--- src/rtl/sdram_frame_writer.sv ---
// Packs an 8-bit pixel stream into 16-bit words and writes one full frame to SDRAM
// through an Avalon-style write master. Optional running checksum: SDRAM_FRAME_WRITER_CHECKSUM_EN.
`timescale 1ns/1ps
module sdram_frame_writer #(
  parameter int LINES = 768
) (
  input  logic        clock,
  input  logic        iRST,
  input  logic        iSTART,
  input  logic [5:0]  iFRAME_ID,
  input  logic        iABORT,
  input  logic [7:0]  iPIX_DATA,
  input  logic        iPIX_VALID,
  output logic        oPIX_READY,
  output logic        oWR_EN,
  output logic [24:0] oWR_ADDR,
  output logic [15:0] oWR_DATA,
  input  logic        iWAIT_REQUEST,
  output logic        oBUSY,
  output logic        oDONE,
  output logic [15:0] oCHECKSUM
);

  typedef enum logic [2:0] {
    IDLE   = 3'd0,
    GET_HI = 3'd1,
    GET_LO = 3'd2,
    WRITE  = 3'd3,
    DONE   = 3'd4
  } stateT;

  localparam logic [9:0] LAST_LINE = 10'(LINES - 1);

  stateT       stateReg;
  stateT       stateNext;
  logic [5:0]  frameReg;
  logic [9:0]  lineReg;
  logic [8:0]  wordReg;
  logic [15:0] dataReg;
  logic        abortReg;

  logic startAccepted;
  logic writeAccepted;
  logic lastWord;
  logic abortNow;

  assign startAccepted = (stateReg == IDLE) && iSTART;
  assign writeAccepted = (stateReg == WRITE) && !iWAIT_REQUEST;
  assign lastWord      = (lineReg == LAST_LINE) && (wordReg == 9'd511);
  // An abort seen earlier in a stalled WRITE must still take effect on acceptance.
  assign abortNow      = abortReg || iABORT;

  always_ff @(posedge clock or posedge iRST) begin
    if (iRST) begin
      stateReg <= IDLE;
    end else begin
      stateReg <= stateNext;
    end
  end

  always_comb begin
    stateNext = stateReg;
    case (stateReg)
      IDLE: begin
        if (iSTART) stateNext = GET_HI;
      end
      GET_HI: begin
        if (iABORT)          stateNext = IDLE;
        else if (iPIX_VALID) stateNext = GET_LO;
      end
      GET_LO: begin
        if (iABORT)          stateNext = IDLE;
        else if (iPIX_VALID) stateNext = WRITE;
      end
      WRITE: begin
        if (!iWAIT_REQUEST) begin
          if (abortNow)      stateNext = IDLE;
          else if (lastWord) stateNext = DONE;
          else               stateNext = GET_HI;
        end
      end
      DONE: begin
        stateNext = IDLE;
      end
      default: begin
        stateNext = IDLE;
      end
    endcase
  end

  always_ff @(posedge clock or posedge iRST) begin
    if (iRST) begin
      frameReg <= '0;
      lineReg  <= '0;
      wordReg  <= '0;
      dataReg  <= '0;
      abortReg <= 1'b0;
    end else begin
      if (startAccepted) begin
        frameReg <= iFRAME_ID;
        lineReg  <= '0;
        wordReg  <= '0;
      end
      if ((stateReg == GET_HI) && iPIX_VALID) dataReg[15:8] <= iPIX_DATA;
      if ((stateReg == GET_LO) && iPIX_VALID) dataReg[7:0]  <= iPIX_DATA;
      if (writeAccepted) begin
        wordReg <= wordReg + 9'd1;
        if (wordReg == 9'd511) lineReg <= lineReg + 10'd1;
      end
      if (stateReg == WRITE) begin
        if (writeAccepted) abortReg <= 1'b0;
        else if (iABORT)   abortReg <= 1'b1;
      end else begin
        abortReg <= 1'b0;
      end
    end
  end

  assign oPIX_READY = (stateReg == GET_HI) || (stateReg == GET_LO);
  assign oWR_EN     = (stateReg == WRITE);
  assign oWR_ADDR   = {frameReg, lineReg, wordReg};
  assign oWR_DATA   = dataReg;
  assign oBUSY      = (stateReg != IDLE);
  assign oDONE      = (stateReg == DONE);

`ifdef SDRAM_FRAME_WRITER_CHECKSUM_EN
  logic [15:0] checksumReg;

  always_ff @(posedge clock or posedge iRST) begin
    if (iRST) begin
      checksumReg <= '0;
    end else if (startAccepted) begin
      checksumReg <= '0;
    end else if (writeAccepted) begin
      checksumReg <= checksumReg + dataReg;
    end
  end

  assign oCHECKSUM = checksumReg;
`else
  assign oCHECKSUM = '0;
`endif

endmodule

--- config.mk ---
export PLATFORM = sky130hd
export DESIGN_NAME = sdram_frame_writer
export DESIGN_NICKNAME = d
export VERILOG_FILES = /design/src/rtl/sdram_frame_writer.sv
export SDC_FILE = /design/constraint.sdc
export NUM_CORES = 1
export LEC_CHECK = 0
export CORE_ASPECT_RATIO = 1.5
export CORE_MARGIN = 2
export CORE_UTILIZATION = 30
export DETAILED_ROUTE_END_ITERATION = 8
export DONT_BUFFER_PORTS = 1
export PLACE_DENSITY = 0.51
export REMOVE_ABC_BUFFERS = 1
export SLEW_MARGIN = 30
export SYNTH_ARGS = -nofsm -noshare
export SYNTH_HDL_FRONTEND = slang
export SYNTH_SLANG_ARGS = --single-unit
--- constraint.sdc ---
create_clock -name clock -period 2.55 [get_ports clock]
set_clock_uncertainty 0.15 [all_clocks]
set_input_delay 0.1275 -clock clock [delete_from_list [all_inputs] [get_ports clock]]
set_output_delay 0.1275 -clock clock [all_outputs]
set_load 0.1 [all_outputs]
==> out/qor.csv <==
stage,metric,value,unit
timing,worst rel slew slack,39.59,%
logic_synthesis,"Warnings, synthesis",0,
final_layout,"leading cell type in the layout, fill and taps excluded",dfrtp_1,
setup_path,startpoint types,flop,
setup_path,end of the worst register-to-register path,stateReg[1]$_DFFE_PP0P_,
global_routing,global-route track usage on met1,13.18,%
logic_synthesis,library cells used by synthesis,39,
clock_network,CTS tree,yes,
setup_path,WP data arrival,2.44,ns
setup_path,r2r setup slk,0.14,ns
logic_synthesis,Mapped Area,0.002211,mm²
logic_synthesis,count of flip-flops with a built-in enable after synthesis,0,
route,vias,1620,
placed_design,DP Worst Slack,0.4166,ns
setup_path,Worst R2R Path Depth,5,
setup_path,critical path's largest stage delay,0.65,ns
global_routing,global route hottest layer,met2,
clock_network,post-cts gate resize count,0,
floorplan,chip height,109.1,µm
setup_path,"Req. time, crit path",2.58,ns
timing,Hold Slack,0.02050,ns
final_layout,area of the multi-input gates,968.4,µm²
clock_network,Max Root-Sink Buffers,2,
final_layout,Layout fillers,714,
setup_path,worst path buffer plus inverter count,1,
timing,slew of the pin with the lowest slew margin,0.9062,ns
final_layout,number of diodes,0,
floorplan,# IOs,81,
setup_path,CP max-delay cell,dfrtp_1,
timing,max-slew violations,0,
setup_path,kind of critical path,reg -> reg,
logic_synthesis,Synth top area share,50.93,%
global_routing,number of global-route vias before repair,1608,
run,maxcap violations,0,
clock_network,Post-CTS Setup Inserts,0,
logic_synthesis,top_reg_cell synth,dfrtp_1,
global_routing,met2 usage,22.96,%
setup_path,critical path capture point type,flop,
floorplan,die area,0.008087,mm²
global_routing,All-Layer GR Usage,12.60,%
logic_synthesis,Post-Synthesis Cells,208,
floorplan,Die Span X,74.10,µm
route,drt wl/cell,14.16,µm
floorplan,Initial Util,30.79,%
logic_synthesis,asr flop ratio synth,100.0,%
final_layout,register area,0.001126,mm²
final_layout,Nets,279,
clock_network,clk sink count,45,
clock_network,CTS Buf Count,5,
final_layout,most frequent cells in the layout,"45 x dfrtp_1, 36 x nand2_1, 31 x buf_4",
setup_path,Worst R2R Start,stateReg[1]$_DFFE_PP0P_,
route,WL final,5.054,mm
timing,final period utilization,94.38,%
placed_design,GP Congestion,0.7536,
logic_synthesis,dominant cell type by area after synthesis,dfrtp_1,
placed_design,Post-DP HPWL,3.542,mm
setup_path,crit-path max FO,11,
floorplan,Core Footprint,0.007179,mm²
placed_design,"Cell Area, Placed",0.002489,mm²
setup_path,"Critical Path, Cell by Cell",xnor2_1 -> or3_1 -> a21oi_2 -> o41ai_1 -> dlygate4sd3_1,
clock_network,root buf cell,clkbuf_8,
logic_synthesis,register area share after synthesis,50.93,%
logic_synthesis,register bit total from synthesis,45,
worst_hold_path,hold path start,iWAIT_REQUEST,
global_routing,initial antenna violation count,0,
timing,minimum clock period,2.407,ns
worst_hold_path,worst hold path type,in -> reg,
worst_hold_path,"Endpoint, Worst Hold",abortReg$_DFFE_PP0P_,
timing,Fmax achieved,415.5,MHz
status,outcome,"complete, no violations",
setup_path,CP top delay family,flip-flops,
route,Via density,4.538,
timing,"Hold Vio Cnt, Final",0,
clock_network,Clock Latency Late Sink,0.29,ns
clock_network,H-tree levels,2,
global_routing,total gr overflow,0,
route,DRC Markers,0,
worst_hold_path,hold depth,2,
global_routing,pin count of the biggest net entering global routing,46,
global_routing,first-pass GRT wire length,7.776,mm
final_layout,design area,0.002794,mm²
clock_network,clock slew at reported path FFs,0.08,ns
logic_synthesis,"Avg Cell Area, Syn",10.63,µm²
final_layout,area grow syn2layout,26.37,%
timing,final setup vio count,0,
timing,Final WS setup,0.1434,ns
global_routing,met3 usage,4.529,%
logic_synthesis,largest cells by area after synthesis,"dfrtp_1 51%, mux2_2 8.1%, buf_4 6.5%, nand2_1 6.1%, o21ai_0 2.9%",
timing,unrepaired setup endpoints after global routing,false,
final_layout,share of layout cells above drive strength 1,26.46,%
floorplan,Rows,38,
route,Detailed Route Iter0 Violations,62,
clock_network,# hold bufs at CTS,17,
route,Routed Antenna Nets,0,
placed_design,Port Buffers,0,
route,drt first pass iters,4,
[worst reg2reg max path: stages, from the launching register on]
cell and delay (ns):
dfrtp_1 0.65, xnor2_1 0.22, or3_1 0.38, a21oi_2 0.23, o41ai_1 0.09, dlygate4sd3_1 0.57
[cells in the mapped netlist, drive strengths merged (2+ instances only)]
master and instances:
nor2 9, ha 3, o21ai 13, and3 3, and2 3, nand4 6
nor3 8, dfrtp 45, buf 23, nand2 36, and3b 2, mux2i 5
xnor2 3, nand3 10, a22o 2, a21oi 3, a31oi 2, mux2 16
inv 3
[how the worst max path moves through the flow]
stage / startpoint / to / slack (ns) / cells after the start
after floorplan: stateReg[2]$_DFFE_PP0P_ / oDONE / -0.54 / 1
after global placement: wordReg[5]$_DFFE_PP0P_ / stateReg[0]$_DFFE_PP0P_ / 0.45 / 8
after detailed placement: wordReg[5]$_DFFE_PP0P_ / stateReg[0]$_DFFE_PP0P_ / 0.42 / 8
after CTS: stateReg[1]$_DFFE_PP0P_ / stateReg[1]$_DFFE_PP0P_ / 0.19 / 5
after global routing: stateReg[1]$_DFFE_PP0P_ / stateReg[1]$_DFFE_PP0P_ / 0.04 / 5
final: stateReg[1]$_DFFE_PP0P_ / stateReg[1]$_DFFE_PP0P_ / 0.14 / 5
[registers in the layout (all words and copies together), names as in the netlist]
register / flops
abortReg: 1
oWR_DATA: 16
frameReg: 6
lineReg: 10
stateReg: 3
wordReg: 9
[cell type report]
cell class	count	area share, %
Tap cell	100	4.478
Timing Repair Buffer	49	15.32
Clock inverter	3	2.329
Clock buffer	5	2.463
Multi-Input combinational cell	152	34.66
Inverter	3	0.4478
Sequential cell	45	40.30
[stage by stage]
step,utilization [%],cells,TNS (ns)
floorplan,-,200,-1.570
global placement,34.66,332,0
detailed placement,34.66,332,0
CTS,38.90,357,0
global route,38.92,357,0
finish,38.92,357,0
[cell families (layout without fill, tap and decap cells)]
logic type	Yosys count	count (layout)	share of synthesized area (%)
muxes	21	21	10.41
and+or+nand+nor	87	87	21.51
adders and majority gates	3	3	1.698
other	1	16	0.1696
DFF	45	45	50.93
AOI/OAI and AO/OA	22	22	5.942
buffers and inverters	26	60	8.149
xor gates and xnor gates	3	3	1.189
[layer usage]
| metal | up-vias | wire length, µm |
|---|---|---|
| li1 | 793 | - |
| met1 | 764 | 1946 |
| met2 | 59 | 2640 |
| met3 | 4 | 421 |
| met4 | 0 | 45 |
| met5 | - | 0 |
Power is left out: the tool's default activity adds up to more than one toggle a clock period on the data nets, which glitch-free logic cannot reach.
